===== config.mk =====
export PLATFORM = sky130hd
export DESIGN_NAME = uart_tx_scheduler
export DESIGN_NICKNAME = d
export VERILOG_FILES = /design/src/rtl/uart_tx_scheduler_pkg.sv /design/src/rtl/uart_tx_scheduler_rr_pick.sv /design/src/rtl/uart_tx_scheduler.sv
export SDC_FILE = /design/constraint.sdc
export NUM_CORES = 1
export LEC_CHECK = 0
export CORE_AREA = 3 3 69 71
export DETAILED_ROUTE_END_ITERATION = 7
export DIE_AREA = 0 0 72 74
export GPL_ROUTABILITY_DRIVEN = 0
export SLEW_MARGIN = 20
export SYNTH_ARGS = -nofsm -noshare
export SYNTH_HDL_FRONTEND = slang
export SYNTH_SLANG_ARGS = --single-unit
export TNS_END_PERCENT = 10

===== constraint.sdc =====
create_clock -name Clock -period 2.15 [get_ports Clock]
set_input_delay 0.43 -clock Clock [delete_from_list [all_inputs] [get_ports Clock]]
set_output_delay 0.43 -clock Clock [all_outputs]
set_load 0.05 [all_outputs]

===== src/rtl/uart_tx_scheduler_pkg.sv =====
// Shared IO definitions for the UART transmit scheduler: FSM encoding, byte width
// and the index-width helper used by the arbiter and its selector.
package uart_tx_scheduler_pkg;

    localparam int BYTE_W = 8;

    typedef enum logic {
        IDLE = 1'b0,
        XFER = 1'b1
    } state_e;

    // Width of an index into an n-entry vector; never zero so ports stay legal.
    function automatic int idx_width(input int n);
        return (n > 1) ? $clog2(n) : 1;
    endfunction

endpackage


===== src/rtl/uart_tx_scheduler_rr_pick.sv =====
// Combinational round-robin selector: first set request at or above ptr, with wrap.
// Returns the one-hot grant, its index, and whether any request was set.
module rr_pick
    import uart_tx_scheduler_pkg::*;
#(
    parameter int N     = 2,
    parameter int IDX_W = idx_width(N)
) (
    input  logic [N-1:0]     req,
    input  logic [IDX_W-1:0] ptr,
    output logic [N-1:0]     gnt,
    output logic [IDX_W-1:0] idx,
    output logic             found
);

    logic [IDX_W-1:0] cand;

    // NOTE: every output is given a default before the search so no path infers a latch.
    always_comb begin
        gnt   = '0;
        idx   = '0;
        found = 1'b0;
        cand  = '0;
        for (int k = 0; k < N; k++) begin
            cand = IDX_W'((int'(ptr) + k) % N);
            if (!found && req[cand]) begin
                found     = 1'b1;
                gnt[cand] = 1'b1;
                idx       = cand;
            end
        end
    end

endmodule


===== src/rtl/uart_tx_scheduler.sv =====
// Round-robin scheduler sharing one UART TX channel among NUM_REQ byte streams,
// with optional packet locking, a burst cap and a one-byte registered holding stage.
module uart_tx_scheduler
    import uart_tx_scheduler_pkg::*;
#(
    parameter int NUM_REQ      = 2,
    parameter int LOCK_PACKETS = 1,
    parameter int MAX_BURST    = 16
) (
    input  logic                      Clock,
    input  logic                      Reset,
    input  logic [NUM_REQ-1:0]        Req_valid,
    input  logic [BYTE_W*NUM_REQ-1:0] Req_data,
    input  logic [NUM_REQ-1:0]        Req_last,
    output logic [NUM_REQ-1:0]        Req_ready,
    output logic [BYTE_W-1:0]         DataIn,
    output logic                      DataInValid,
    input  logic                      DataInReady,
    output logic [NUM_REQ-1:0]        Grant,
    output logic                      Busy
);

    localparam int IDX_W = idx_width(NUM_REQ);

    state_e              state_q, state_d;
    logic [NUM_REQ-1:0]  grant_q, grant_d;
    logic [IDX_W-1:0]    gidx_q,  gidx_d;
    logic [IDX_W-1:0]    ptr_q,   ptr_d;
    logic [7:0]          burst_q, burst_d;
    logic [BYTE_W-1:0]   data_q,  data_d;
    logic                valid_q, valid_d;

    logic [NUM_REQ-1:0]  pick_gnt;
    logic [IDX_W-1:0]    pick_idx;
    logic                pick_found;

    logic                hold_free, accept, release_g;
    logic                sel_valid, sel_last;
    logic [BYTE_W-1:0]   sel_byte;
    logic [8:0]          burst_inc;

    rr_pick #(.N(NUM_REQ), .IDX_W(IDX_W)) u_pick (
        .req   (Req_valid),
        .ptr   (ptr_q),
        .gnt   (pick_gnt),
        .idx   (pick_idx),
        .found (pick_found)
    );

    always_comb begin
        sel_valid = 1'b0;
        sel_last  = 1'b0;
        sel_byte  = '0;
        for (int i = 0; i < NUM_REQ; i++) begin
            if (IDX_W'(i) == gidx_q) begin
                sel_valid = Req_valid[i];
                sel_last  = Req_last[i];
                sel_byte  = Req_data[i*BYTE_W +: BYTE_W];
            end
        end

        // The hold may refill in the same cycle it drains.
        hold_free = !valid_q || DataInReady;
        accept    = (state_q == XFER) && sel_valid && hold_free;
        burst_inc = {1'b0, burst_q} + 9'd1;
        release_g = accept && ((LOCK_PACKETS == 0) || sel_last ||
                               (burst_inc == 9'(MAX_BURST)));
        Req_ready = (state_q == XFER) ? (grant_q & {NUM_REQ{hold_free}}) : '0;

        state_d = state_q;
        grant_d = grant_q;
        gidx_d  = gidx_q;
        ptr_d   = ptr_q;
        burst_d = burst_q;
        data_d  = data_q;
        valid_d = valid_q;

        case (state_q)
            IDLE: begin
                if (pick_found) begin
                    state_d = XFER;
                    grant_d = pick_gnt;
                    gidx_d  = pick_idx;
                    burst_d = '0;
                end
            end
            XFER: begin
                if (accept) burst_d = burst_inc[7:0];
                if (release_g) begin
                    state_d = IDLE;
                    grant_d = '0;
                    ptr_d   = (gidx_q == IDX_W'(NUM_REQ - 1)) ? '0 : gidx_q + IDX_W'(1);
                end
            end
            default: state_d = IDLE;
        endcase

        if (accept) begin
            data_d  = sel_byte;
            valid_d = 1'b1;
        end else if (DataInReady) begin
            valid_d = 1'b0;
        end
    end

    // NOTE: non-blocking assignments so every flop samples the pre-edge values.
    always_ff @(posedge Clock) begin
        if (Reset) begin
            state_q <= IDLE;
            grant_q <= '0;
            gidx_q  <= '0;
            ptr_q   <= '0;
            burst_q <= '0;
            data_q  <= '0;
            valid_q <= 1'b0;
        end else begin
            state_q <= state_d;
            grant_q <= grant_d;
            gidx_q  <= gidx_d;
            ptr_q   <= ptr_d;
            burst_q <= burst_d;
            data_q  <= data_d;
            valid_q <= valid_d;
        end
    end

    assign DataIn      = data_q;
    assign DataInValid = valid_q;
    assign Grant       = grant_q;
    assign Busy        = (|grant_q) || valid_q;

endmodule


Word level (Yosys, flattened, before mapping)
Index checks and enable logic that the tools add are counted.

$add $sub $neg: 3. Magnitude comparators: 4. Equal/unequal tests: 4. Mux-type cells: 30. Bitwise logic cells: 3. Reduce and logical (&&, ||, !) cells: 17.

Operators by type and width (number): $mux W8 (3); $mux W1 (17); $pmux W8 S2 (1); $mux W2 (5); $add A8 B1 Y9 const B (1); $eq A9 B5 Y1 const B (1); $reduce_and A2 Y1 (4); $logic_and A1 B1 Y1 (6); $lt A1 B2 Y1 const B (2); $ne A2 B1 Y1 const B (2); $pmux W2 S2 (1); $logic_or A1 B1 Y1 (3); $add A1 B1 Y1 const B (2); $and A2 B2 Y2 (1); $demux W1 S1 (2); $ge A1 B1 Y1 const B (2); $logic_not A1 Y1 (2); $ne A2 B2 Y1 const B (1); $or A2 B2 Y2 (1); $pmux W1 S2 (1); $reduce_bool A2 Y1 (1); $reduce_or A2 Y1 (1); $not A1 Y1 (1).

Register bits: 22. Output and inout bits: 14.

Longest topological paths before layout
Gate-level depths: netlist of the first run.

Word-level depth: 9. Mapped depth: 7.

Modules after synthesis
Synthesis of the first run repeated with hierarchy kept, for this count alone.

Cell total of the unflattened synthesis: 133. Area, all modules: 1134.8 µm².

Modules (own cells, without submodules): uart_tx_scheduler (times used 1, cells an instance 128, area an instance 1102.3 µm², sequential area each 440.4 µm²); rr_pick (times used 1, cells an instance 5, area an instance 32.5 µm², sequential area each 0.0 µm²).

Worst setup path after synthesis of the first run
OpenSTA, ideal clock, no wires.

Path type: flip-flop to output port. Start: register valid_q (netlist: DataInValid). End: output Req_ready[0]. Data arrival time: 1199 ps. Setup slack: 521 ps. Stages on the path, launching flop included: 3. Path buffers: 0. Cells stage by stage: dfxtp_1 nand2b_1 and3_1.

Cells in the longest elaborated chain, start to end: 4.

Ends and longest elaborated chain: start: declaration (line uart_tx_scheduler.sv:31) `logic valid_q, valid_d;`; start signal: assignment (line uart_tx_scheduler.sv:123) `valid_q <= valid_d;`; $logic_not A1 Y1 (line uart_tx_scheduler.sv:63) `hold_free = !valid_q || DataInReady;`; $logic_or A1 B1 Y1 (line uart_tx_scheduler.sv:63); $and A2 B2 Y2 (line uart_tx_scheduler.sv:68) `Req_ready = (state_q == XFER) ? (grant_q & {NUM_REQ{hold_free}}) : '0;`; $mux W2 (line uart_tx_scheduler.sv:68); end: declaration (line uart_tx_scheduler.sv:15) `output logic [NUM_REQ-1:0] Req_ready,`.

No other way between the ends.

Worst setup path in the final report of the first run
Start: input DataInReady. End: output Req_ready[1].

Cells in the longest elaborated chain, start to end: 3.

Ends and longest elaborated chain: start: declaration (line uart_tx_scheduler.sv:18) `input logic DataInReady,`; $logic_or A1 B1 Y1 (line uart_tx_scheduler.sv:63); $and A2 B2 Y2 (line uart_tx_scheduler.sv:68); $mux W2 (line uart_tx_scheduler.sv:68).

No other way between the ends.

==> insert_results.sql, run 1 <==
INSERT INTO impl_metrics (metric_group, metric, value, unit) VALUES
('clocking', 'tritoncts.num_buffers', '3', ''),
('finish', 'layout_cells_sized_above_1', '15.2', '%'),
('clocking', 'post_cts_resized', '0', ''),
('clocking', 'ctsHoldBuffers', '0', ''),
('synthesis', 'mappedNetlistNets', '167', ''),
('drt', 'finalWirelength', '3040', 'microns'),
('drt', 'number_of_design_rule_violations_left_by_the_first_detailed_router_iteration', '41', ''),
('timing', 'unrepaired_setup_endpoints_after_global_routing', 'no', ''),
('timing', 'timing.hold.ws', '0.529', 'ns'),
('setup_path', 'worst_setup_path_category', 'primary input to primary output', ''),
('floorplan', 'std_cell_rows', '24', ''),
('finish', 'final_util', '41.1', '%'),
('synthesis', 'synth_sequential_area_ratio', '34.9', '%'),
('drt', 'drt-vias-per-instance', '4.92', ''),
('finish', 'syn2layout_area_growth', '39.5', '%'),
('run', 'max_cap_viol_count', '0', ''),
('synthesis', 'synth_top_area_share', '34.9', '%'),
('clocking', 'clkLatencyLatePin', '0.26', 'ns'),
('finish', 'area.sequential', '440', 'sq um'),
('finish', 'fill_cells', '421', ''),
('synthesis', 'yosys.area.top_type', 'sky130_fd_sc_hd__dfxtp_1', ''),
('global_route', 'wire_length_of_the_first_global_routing_pass', '5290', 'microns'),
('placement', 'place_hpwl', '2330', 'microns'),
('run_status', 'outcome', 'complete, no violations', ''),
('global_route', 'first_global_vias', '1168', ''),
('floorplan', 'floorplan.die.height', '74', 'microns'),
('pwr', 'power_frac_seq', '42.2', '%'),
('setup_path', 'worstSetupStartpointType', 'primary input', ''),
('setup_path', 'cp_num_buf_inv', '2', ''),
('timing', 'final.min_clock_period', '1.90', 'ns'),
('setup_path', 'critPathMaxStageDelay', '0.44', 'ns'),
('synthesis', 'synth-seq-cells', '22', ''),
('finish', 'final_net_count', '204', ''),
('setup_path', 'cp_top_family', 'buffers and inverters', ''),
('timing', 'timing.final.crit_share', '88.4', '%'),
('synthesis', 'synth_cell_type_count', '38', ''),
('floorplan', 'ioPinCount', '37', ''),
('pwr', 'power.share.combinational', '30.3', '%'),
('timing', 'max_slew_margin', '66.4', '%'),
('hold_path', 'worst_hold_path_type', 'flop to flop', ''),
('finish', 'multiInputGateArea', '738', 'sq um'),
('setup_path', 'arrival', '1.47', 'ns'),
('placement', 'placedCellCount', '226', ''),
('placement', 'port_buffers', '36', ''),
('drt', 'vias', '1131', ''),
('floorplan', 'fp.coreArea', '0.00429', 'sq mm'),
('timing', 'number_of_endpoints_with_negative_hold_slack_in_the_final_report', '0', ''),
('timing', 'final.setup.tns', '0', 'ns'),
('finish', 'final_cell_count_no_fill', '230', ''),
('drt', 'routedWlPerCell', '13.2', 'microns'),
('clocking', 'ctsLongestPathBuffers', '2', ''),
('timing', 'timing.fmax', '526', 'MHz'),
('setup_path', 'critPathMaxFanout', '5', ''),
('pwr', 'swShare', '30.9', '%'),
('synthesis', 'synthTopCellsByArea', 'sky130_fd_sc_hd__dfxtp_1 35%, sky130_fd_sc_hd__mux2i_1 8.7%, sky130_fd_sc_hd__a211oi_2 7.9%, sky130_fd_sc_hd__nor2_1 5.6%, sky130_fd_sc_hd__a21oi_1 4.8%', ''),
('global_route', 'pin_count_of_the_biggest_net_entering_global_routing', '17', ''),
('timing', 'report.final.setup_viol', '0', ''),
('setup_path', 'worst_setup_path_end_kind', 'primary output', ''),
('synthesis', 'synth_area_per_cell', '8.90', 'sq um'),
('setup_path', 'series_of_cell_instances_along_the_critical_path', 'clkdlybuf4s50_1, nand2b_1, and3_1, buf_12', ''),
('pwr', 'leakage_power_summed_over_all_cells', '0.000645', 'uW'),
('timing', 'finClkSkew', '0.00320', 'ns'),
('global_route', 'grt_remaining_overflow', '0', ''),
('pwr', 'clock_power_share', '27.5', '%'),
('finish', 'antennaDiodeCount', '0', ''),
('pwr', 'switching_power', '333', 'uW'),
('floorplan', 'die_width', '72', 'microns'),
('pwr', 'cellInternalPower', '744', 'uW'),
('setup_path', 'critPathSlowestCell', 'sky130_fd_sc_hd__clkdlybuf4s50_1', ''),
('drt', 'detail-route-antenna-nets', '0', ''),
('synthesis', 'syn-instance-count', '142', '');
## cell families after synthesis
family | synth area share (%)
AOI/OAI and AO/OA | 23.5
adders and majority gates | 1.98
buffers and inverters | 6.73
DFF | 34.9
muxes | 9.90
and+or+nand+nor | 23.1
## registers in the layout (all words and copies together), names as in the netlist
register,flops
ptr_q,1
DataInValid,1
DataIn,8
Grant,2
state_q,1
gidx_q,1
burst_q,8
## worst min-delay path: cells and delay by family (launching register included)
| kind | cells | cell delay (ns) |
|---|---|---|
| AOI/OAI and AO/OA | 2 | 0.14 |
| DFF | 1 | 0.34 |
## routing by layer
metal	track usage (%)	routed length, microns	up-vias
li1	-	-	584
met1	15.0	1330	515
met2	21.8	1510	30
met3	4.05	186	2
met4	2.92	13	0
met5	0	0	-
## cells in the mapped netlist
library cell,count
sky130_fd_sc_hd__dfxtp_1,22
sky130_fd_sc_hd__or4b_1,1
sky130_fd_sc_hd__a22oi_2,1
sky130_fd_sc_hd__ha_1,2
sky130_fd_sc_hd__or2_2,1
sky130_fd_sc_hd__a21boi_0,1
sky130_fd_sc_hd__o22ai_1,1
sky130_fd_sc_hd__o21bai_1,1
sky130_fd_sc_hd__buf_2,2
sky130_fd_sc_hd__o21ai_0,7
sky130_fd_sc_hd__buf_6,4
sky130_fd_sc_hd__a21oi_2,1
sky130_fd_sc_hd__a21oi_1,12
sky130_fd_sc_hd__o21a_1,1
sky130_fd_sc_hd__mux2_4,1
sky130_fd_sc_hd__a31oi_1,1
sky130_fd_sc_hd__o21ai_1,1
sky130_fd_sc_hd__inv_1,1
sky130_fd_sc_hd__nor3_1,5
sky130_fd_sc_hd__and3_1,5
sky130_fd_sc_hd__nor3b_1,1
sky130_fd_sc_hd__clkbuf_1,3
sky130_fd_sc_hd__mux2i_1,11
sky130_fd_sc_hd__a211oi_2,8
sky130_fd_sc_hd__nand3_2,1
sky130_fd_sc_hd__a211oi_1,1
sky130_fd_sc_hd__or3b_1,1
sky130_fd_sc_hd__or3_1,3
sky130_fd_sc_hd__a211o_1,1
sky130_fd_sc_hd__a2bb2oi_2,1
sky130_fd_sc_hd__nand2b_1,3
sky130_fd_sc_hd__o32ai_1,1
sky130_fd_sc_hd__nand3_1,3
sky130_fd_sc_hd__nand2_1,5
sky130_fd_sc_hd__nor2_1,19
sky130_fd_sc_hd__and2_1,2
sky130_fd_sc_hd__buf_4,2
sky130_fd_sc_hd__nand3b_1,5
## metrics by stage
step                      total power, uW  worst slack (ns)  instance area, sq um
after global placement                784             0.113                  1710
after global routing                 1130             0.149                  1760
after floorplan                       673             0.521                  1260
after CTS                            1090            0.0427                  1760
after detailed placement              793            0.0769                  1710
final                                1080             0.250                  1760
## worst paths after layout
path,slack [ns],cells after the start,from,end
worst min-delay path,0.53,2,burst_q[7],burst_q[7]
worst max-delay path,0.25,4,DataInReady,Req_ready[1]
worst max register to register,0.32,6,burst_q[0],Grant[1]
worst min register to register,0.53,2,burst_q[7],burst_q[7]
## power groups by stage
| stage | Clock (uW) | Combinational (uW) | Sequential (uW) |
|---|---|---|---|
| after floorplan | 0 | 156 | 517 |
| final | 296 | 326 | 455 |
| after detailed placement | 0 | 329 | 464 |
| after CTS | 307 | 330 | 455 |
| after global routing | 325 | 351 | 459 |
| after global placement | 0 | 321 | 463 |
## area by class of cell
type / count / share of cell area (%)
Clock buffer: 4 / 3.12
Inverter: 1 / 0.213
Multi-Input combinational cell: 108 / 41.9
Sequential cell: 22 / 25.0
Tap cell: 52 / 3.69
Timing Repair Buffer: 43 / 26.1
## placed cells by master (no fill, tap or decap), types with 2 or more instances in the layout
master	netlist	routed
sky130_fd_sc_hd__buf_12	0	4
sky130_fd_sc_hd__nand2b_1	3	3
sky130_fd_sc_hd__dfxtp_1	22	22
sky130_fd_sc_hd__or3_1	3	3
sky130_fd_sc_hd__nand3b_1	5	5
sky130_fd_sc_hd__a21oi_1	12	12
sky130_fd_sc_hd__nand2_1	5	5
sky130_fd_sc_hd__ha_1	2	2
sky130_fd_sc_hd__and3_1	5	5
sky130_fd_sc_hd__nor3_1	5	5
sky130_fd_sc_hd__mux2i_1	11	11
sky130_fd_sc_hd__o21ai_0	7	7
sky130_fd_sc_hd__buf_4	2	5
sky130_fd_sc_hd__and2_1	2	2
sky130_fd_sc_hd__clkdlybuf4s50_1	0	33
sky130_fd_sc_hd__nand3_1	3	3
sky130_fd_sc_hd__clkbuf_8	0	4
sky130_fd_sc_hd__a211oi_2	8	8
sky130_fd_sc_hd__nor2_1	19	19
Note: power is estimated with default switching activity, not from simulation.
==> run 2: changes to the inputs <==
--- a/config.mk
+++ b/config.mk
@@ -5,9 +5,9 @@
 export SDC_FILE = /design/constraint.sdc
 export NUM_CORES = 1
 export LEC_CHECK = 0
-export CORE_AREA = 3 3 69 71
+export CORE_AREA = 2 2 68 70
 export DETAILED_ROUTE_END_ITERATION = 7
-export DIE_AREA = 0 0 72 74
+export DIE_AREA = 0 0 70 72
 export GPL_ROUTABILITY_DRIVEN = 0
 export SLEW_MARGIN = 20
 export SYNTH_ARGS = -nofsm -noshare
==> insert_results.sql, run 2 (synthesis results as in run 1) <==
INSERT INTO impl_metrics (metric_group, metric, value, unit) VALUES
('run_status', 'outcome', 'complete, no violations', ''),
('pwr', 'swShare', '29.2', '%'),
('setup_path', 'arrival', '1.46', 'ns'),
('timing', 'worst_slew_pin_slew', '0.510', 'ns'),
('clocking', 'numClockSinks', '22', ''),
('global_route', 'first_global_vias', '1160', ''),
('setup_path', 'worstSetupStartpointType', 'flop', ''),
('clocking', 'cts_setup_buffers', '0', ''),
('setup_path', 'r2r_cells', '6', ''),
('floorplan', 'design.die.area', '0.00504', 'sq mm'),
('drt', 'drc', '0', ''),
('timing', 'report.final.setup_viol', '0', ''),
('setup_path', 'cp.depth', '1', ''),
('floorplan', 'initial_utilization', '29.6', '%'),
('timing', 'max_slew_margin', '65.9', '%'),
('finish', 'fill_cells', '418', ''),
('hold_path', 'hold_start', 'burst_q[7]', ''),
('setup_path', 'cp_top_family', 'buffers and inverters', ''),
('pwr', 'vdd.ir_drop.worst', '395', 'uV'),
('drt', 'number_of_design_rule_violations_left_by_the_first_detailed_router_iteration', '48', ''),
('timing', 'timing.final.crit_share', '88.1', '%'),
('drt', 'drt-vias-per-instance', '4.89', ''),
('timing', 'final.min_clock_period', '1.89', 'ns'),
('timing', 'finClkSkew', '0.00422', 'ns'),
('drt', 'finalWirelength', '2930', 'microns'),
('floorplan', 'std_cell_rows', '24', ''),
('timing', 'timing.final.max_slew_violations', '0', ''),
('clocking', 'cts_tree', 'done', ''),
('global_route', 'wire_length_of_the_first_global_routing_pass', '5010', 'microns'),
('finish', 'antennaDiodeCount', '0', ''),
('clocking', 'worst_setup_hold_path_clk_slew', '0.08', 'ns'),
('timing', 'unrepaired_setup_endpoints_after_global_routing', 'no', ''),
('hold_path', 'holdPathStages', '2', ''),
('clocking', 'clkLatencyLatePin', '0.27', 'ns'),
('drt', 'drtPass1Iterations', '4', ''),
('global_route', 'antenna_violations_before_repair', '0', ''),
('clocking', 'clock_root_cell', 'sky130_fd_sc_hd__clkbuf_8', ''),
('hold_path', 'worst_hold_path_type', 'flop to flop', ''),
('setup_path', 'worst_setup_path_category', 'flop to primary output', ''),
('finish', 'final_common_cell', 'sky130_fd_sc_hd__clkdlybuf4s50_1', ''),
('pwr', 'clock_power_share', '33.6', '%'),
('timing', 'timing.fmax', '528', 'MHz'),
('clocking', 'cts.htree.levels', '1', ''),
('setup_path', 'reg2reg_slack', '0.36', 'ns'),
('timing', 'number_of_endpoints_with_negative_hold_slack_in_the_final_report', '0', ''),
('clocking', 'ctsLongestPathBuffers', '2', ''),
('finish', 'layout_cells_sized_above_1', '14.7', '%'),
('drt', 'detail-route-antenna-nets', '0', ''),
('drt', 'vias', '1119', ''),
('pwr', 'power.share.combinational', '27.3', '%'),
('global_route', 'pin_count_of_the_biggest_net_entering_global_routing', '17', ''),
('timing', 'timing.hold.ws', '0.516', 'ns'),
('drt', 'routedWlPerCell', '12.8', 'microns'),
('finish', 'mostFrequentLayoutCells', '33 x sky130_fd_sc_hd__clkdlybuf4s50_1, 22 x sky130_fd_sc_hd__dfxtp_1, 19 x sky130_fd_sc_hd__nor2_1', ''),
('setup_path', 'worst_setup_path_end_kind', 'primary output', ''),
('pwr', 'power_frac_seq', '39.2', '%'),
('timing', 'final.setup.tns', '0', 'ns'),
('placement', 'port_buffers', '36', ''),
('pwr', 'switching_power', '340', 'uW'),
('pwr', 'leakage_power_summed_over_all_cells', '0.000641', 'uW'),
('placement', 'place_hpwl', '2230', 'microns'),
('run', 'max_cap_viol_count', '0', ''),
('finish', 'syn2layout_area_growth', '39.2', '%'),
('pwr', 'cellInternalPower', '824', 'uW'),
('setup_path', 'series_of_cell_instances_along_the_critical_path', 'clkdlybuf4s50_1', ''),
('global_route', 'grt_use_total', '12.0', '%'),
('setup_path', 'cp_data_required_time', '1.72', 'ns'),
('floorplan', 'fp.coreArea', '0.00426', 'sq mm'),
('global_route', 'grt_remaining_overflow', '0', ''),
('pwr', 'power.density_cell_area', '661', 'mW/mm^2'),
('setup_path', 'critPathMaxFanout', '4', ''),
('pwr', 'total_power', '1160', 'uW'),
('setup_path', 'critPathSlowestCell', 'sky130_fd_sc_hd__clkdlybuf4s50_1', ''),
('floorplan', 'floorplan.die.height', '72', 'microns'),
('hold_path', 'min_to', 'burst_q[7]', ''),
('setup_path', 'cp_num_buf_inv', '1', ''),
('setup_path', 'timing.rr.start', 'burst_q[0]', ''),
('floorplan', 'ioPinCount', '37', ''),
('clocking', 'tritoncts.num_buffers', '3', ''),
('setup_path', 'r2r-end', 'Grant[0]', ''),
('setup_path', 'critPathMaxStageDelay', '0.82', 'ns'),
('floorplan', 'die_width', '70', 'microns'),
('finish', 'final_net_count', '203', '');
## run 2: layout make-up
cell class | count | area, sq um | share of cell area (%)
clock buffers | 3 | 41.3 | 2.35
clock inverters | 1 | 30.0 | 1.71
inverters | 1 | 3.75 | 0.213
multi-input cells | 108 | 738 | 42.0
flip-flops and latches | 22 | 440 | 25.0
well taps | 52 | 65.1 | 3.70
repair buffers | 42 | 440 | 25.0
## run 2: routing by layer
| layer | GRT usage, % | routed length, microns | vias to the layer above |
|---|---|---|---|
| li1 | - | - | 583 |
| met1 | 14.4 | 1340 | 503 |
| met2 | 21.9 | 1420 | 29 |
| met3 | 2.22 | 129 | 4 |
| met4 | 3.85 | 30 | 0 |
| met5 | 0 | 0 | - |
## run 2: worst max-delay path by stage
stage	to	from
4_1_cts	Busy	Grant[1]
5_1_grt	Grant[0]	Grant[0]
3_3_place_gp	ptr_q	Req_valid[0]
2_1_floorplan	Req_ready[0]	DataInValid
6_report	Grant[1]	Grant[1]
3_5_place_dp	ptr_q	Req_valid[0]
## run 2: power groups by stage
stage	clock network (uW)	logic, uW	registers (uW)
final	391	317	456
after floorplan	0	156	517
after CTS	401	321	456
after global routing	418	336	460
after global placement	0	313	463
after detailed placement	0	319	465
## run 2: per-stage QoR
step                util, %  cell area [sq um]  worst slack [ns]  instances
floorplan                 -               1260             0.521        142
global placement       39.5               1690             0.111        225
detailed placement     39.5               1690            0.0432        225
CTS                    41.2               1760            0.0339        229
global route           41.3               1760             0.214        229
finish                 41.3               1760             0.256        229
## run 2: repair_timing
item                       CTS  global route
hold buffers                 0             0
setup endpoints to repair    0             1
gates resized for setup      0             1
==> run 3: changes to the inputs <==
--- a/config.mk
+++ b/config.mk
@@ -5,6 +5,7 @@
 export SDC_FILE = /design/constraint.sdc
 export NUM_CORES = 1
 export LEC_CHECK = 0
+export ABC_CLOCK_PERIOD_IN_PS = 2150
 export CORE_AREA = 2 2 68 70
 export DETAILED_ROUTE_END_ITERATION = 7
 export DIE_AREA = 0 0 70 72
==> results of run 3 <==
The final DEF is identical to that of run 2; final timing and power are the same.
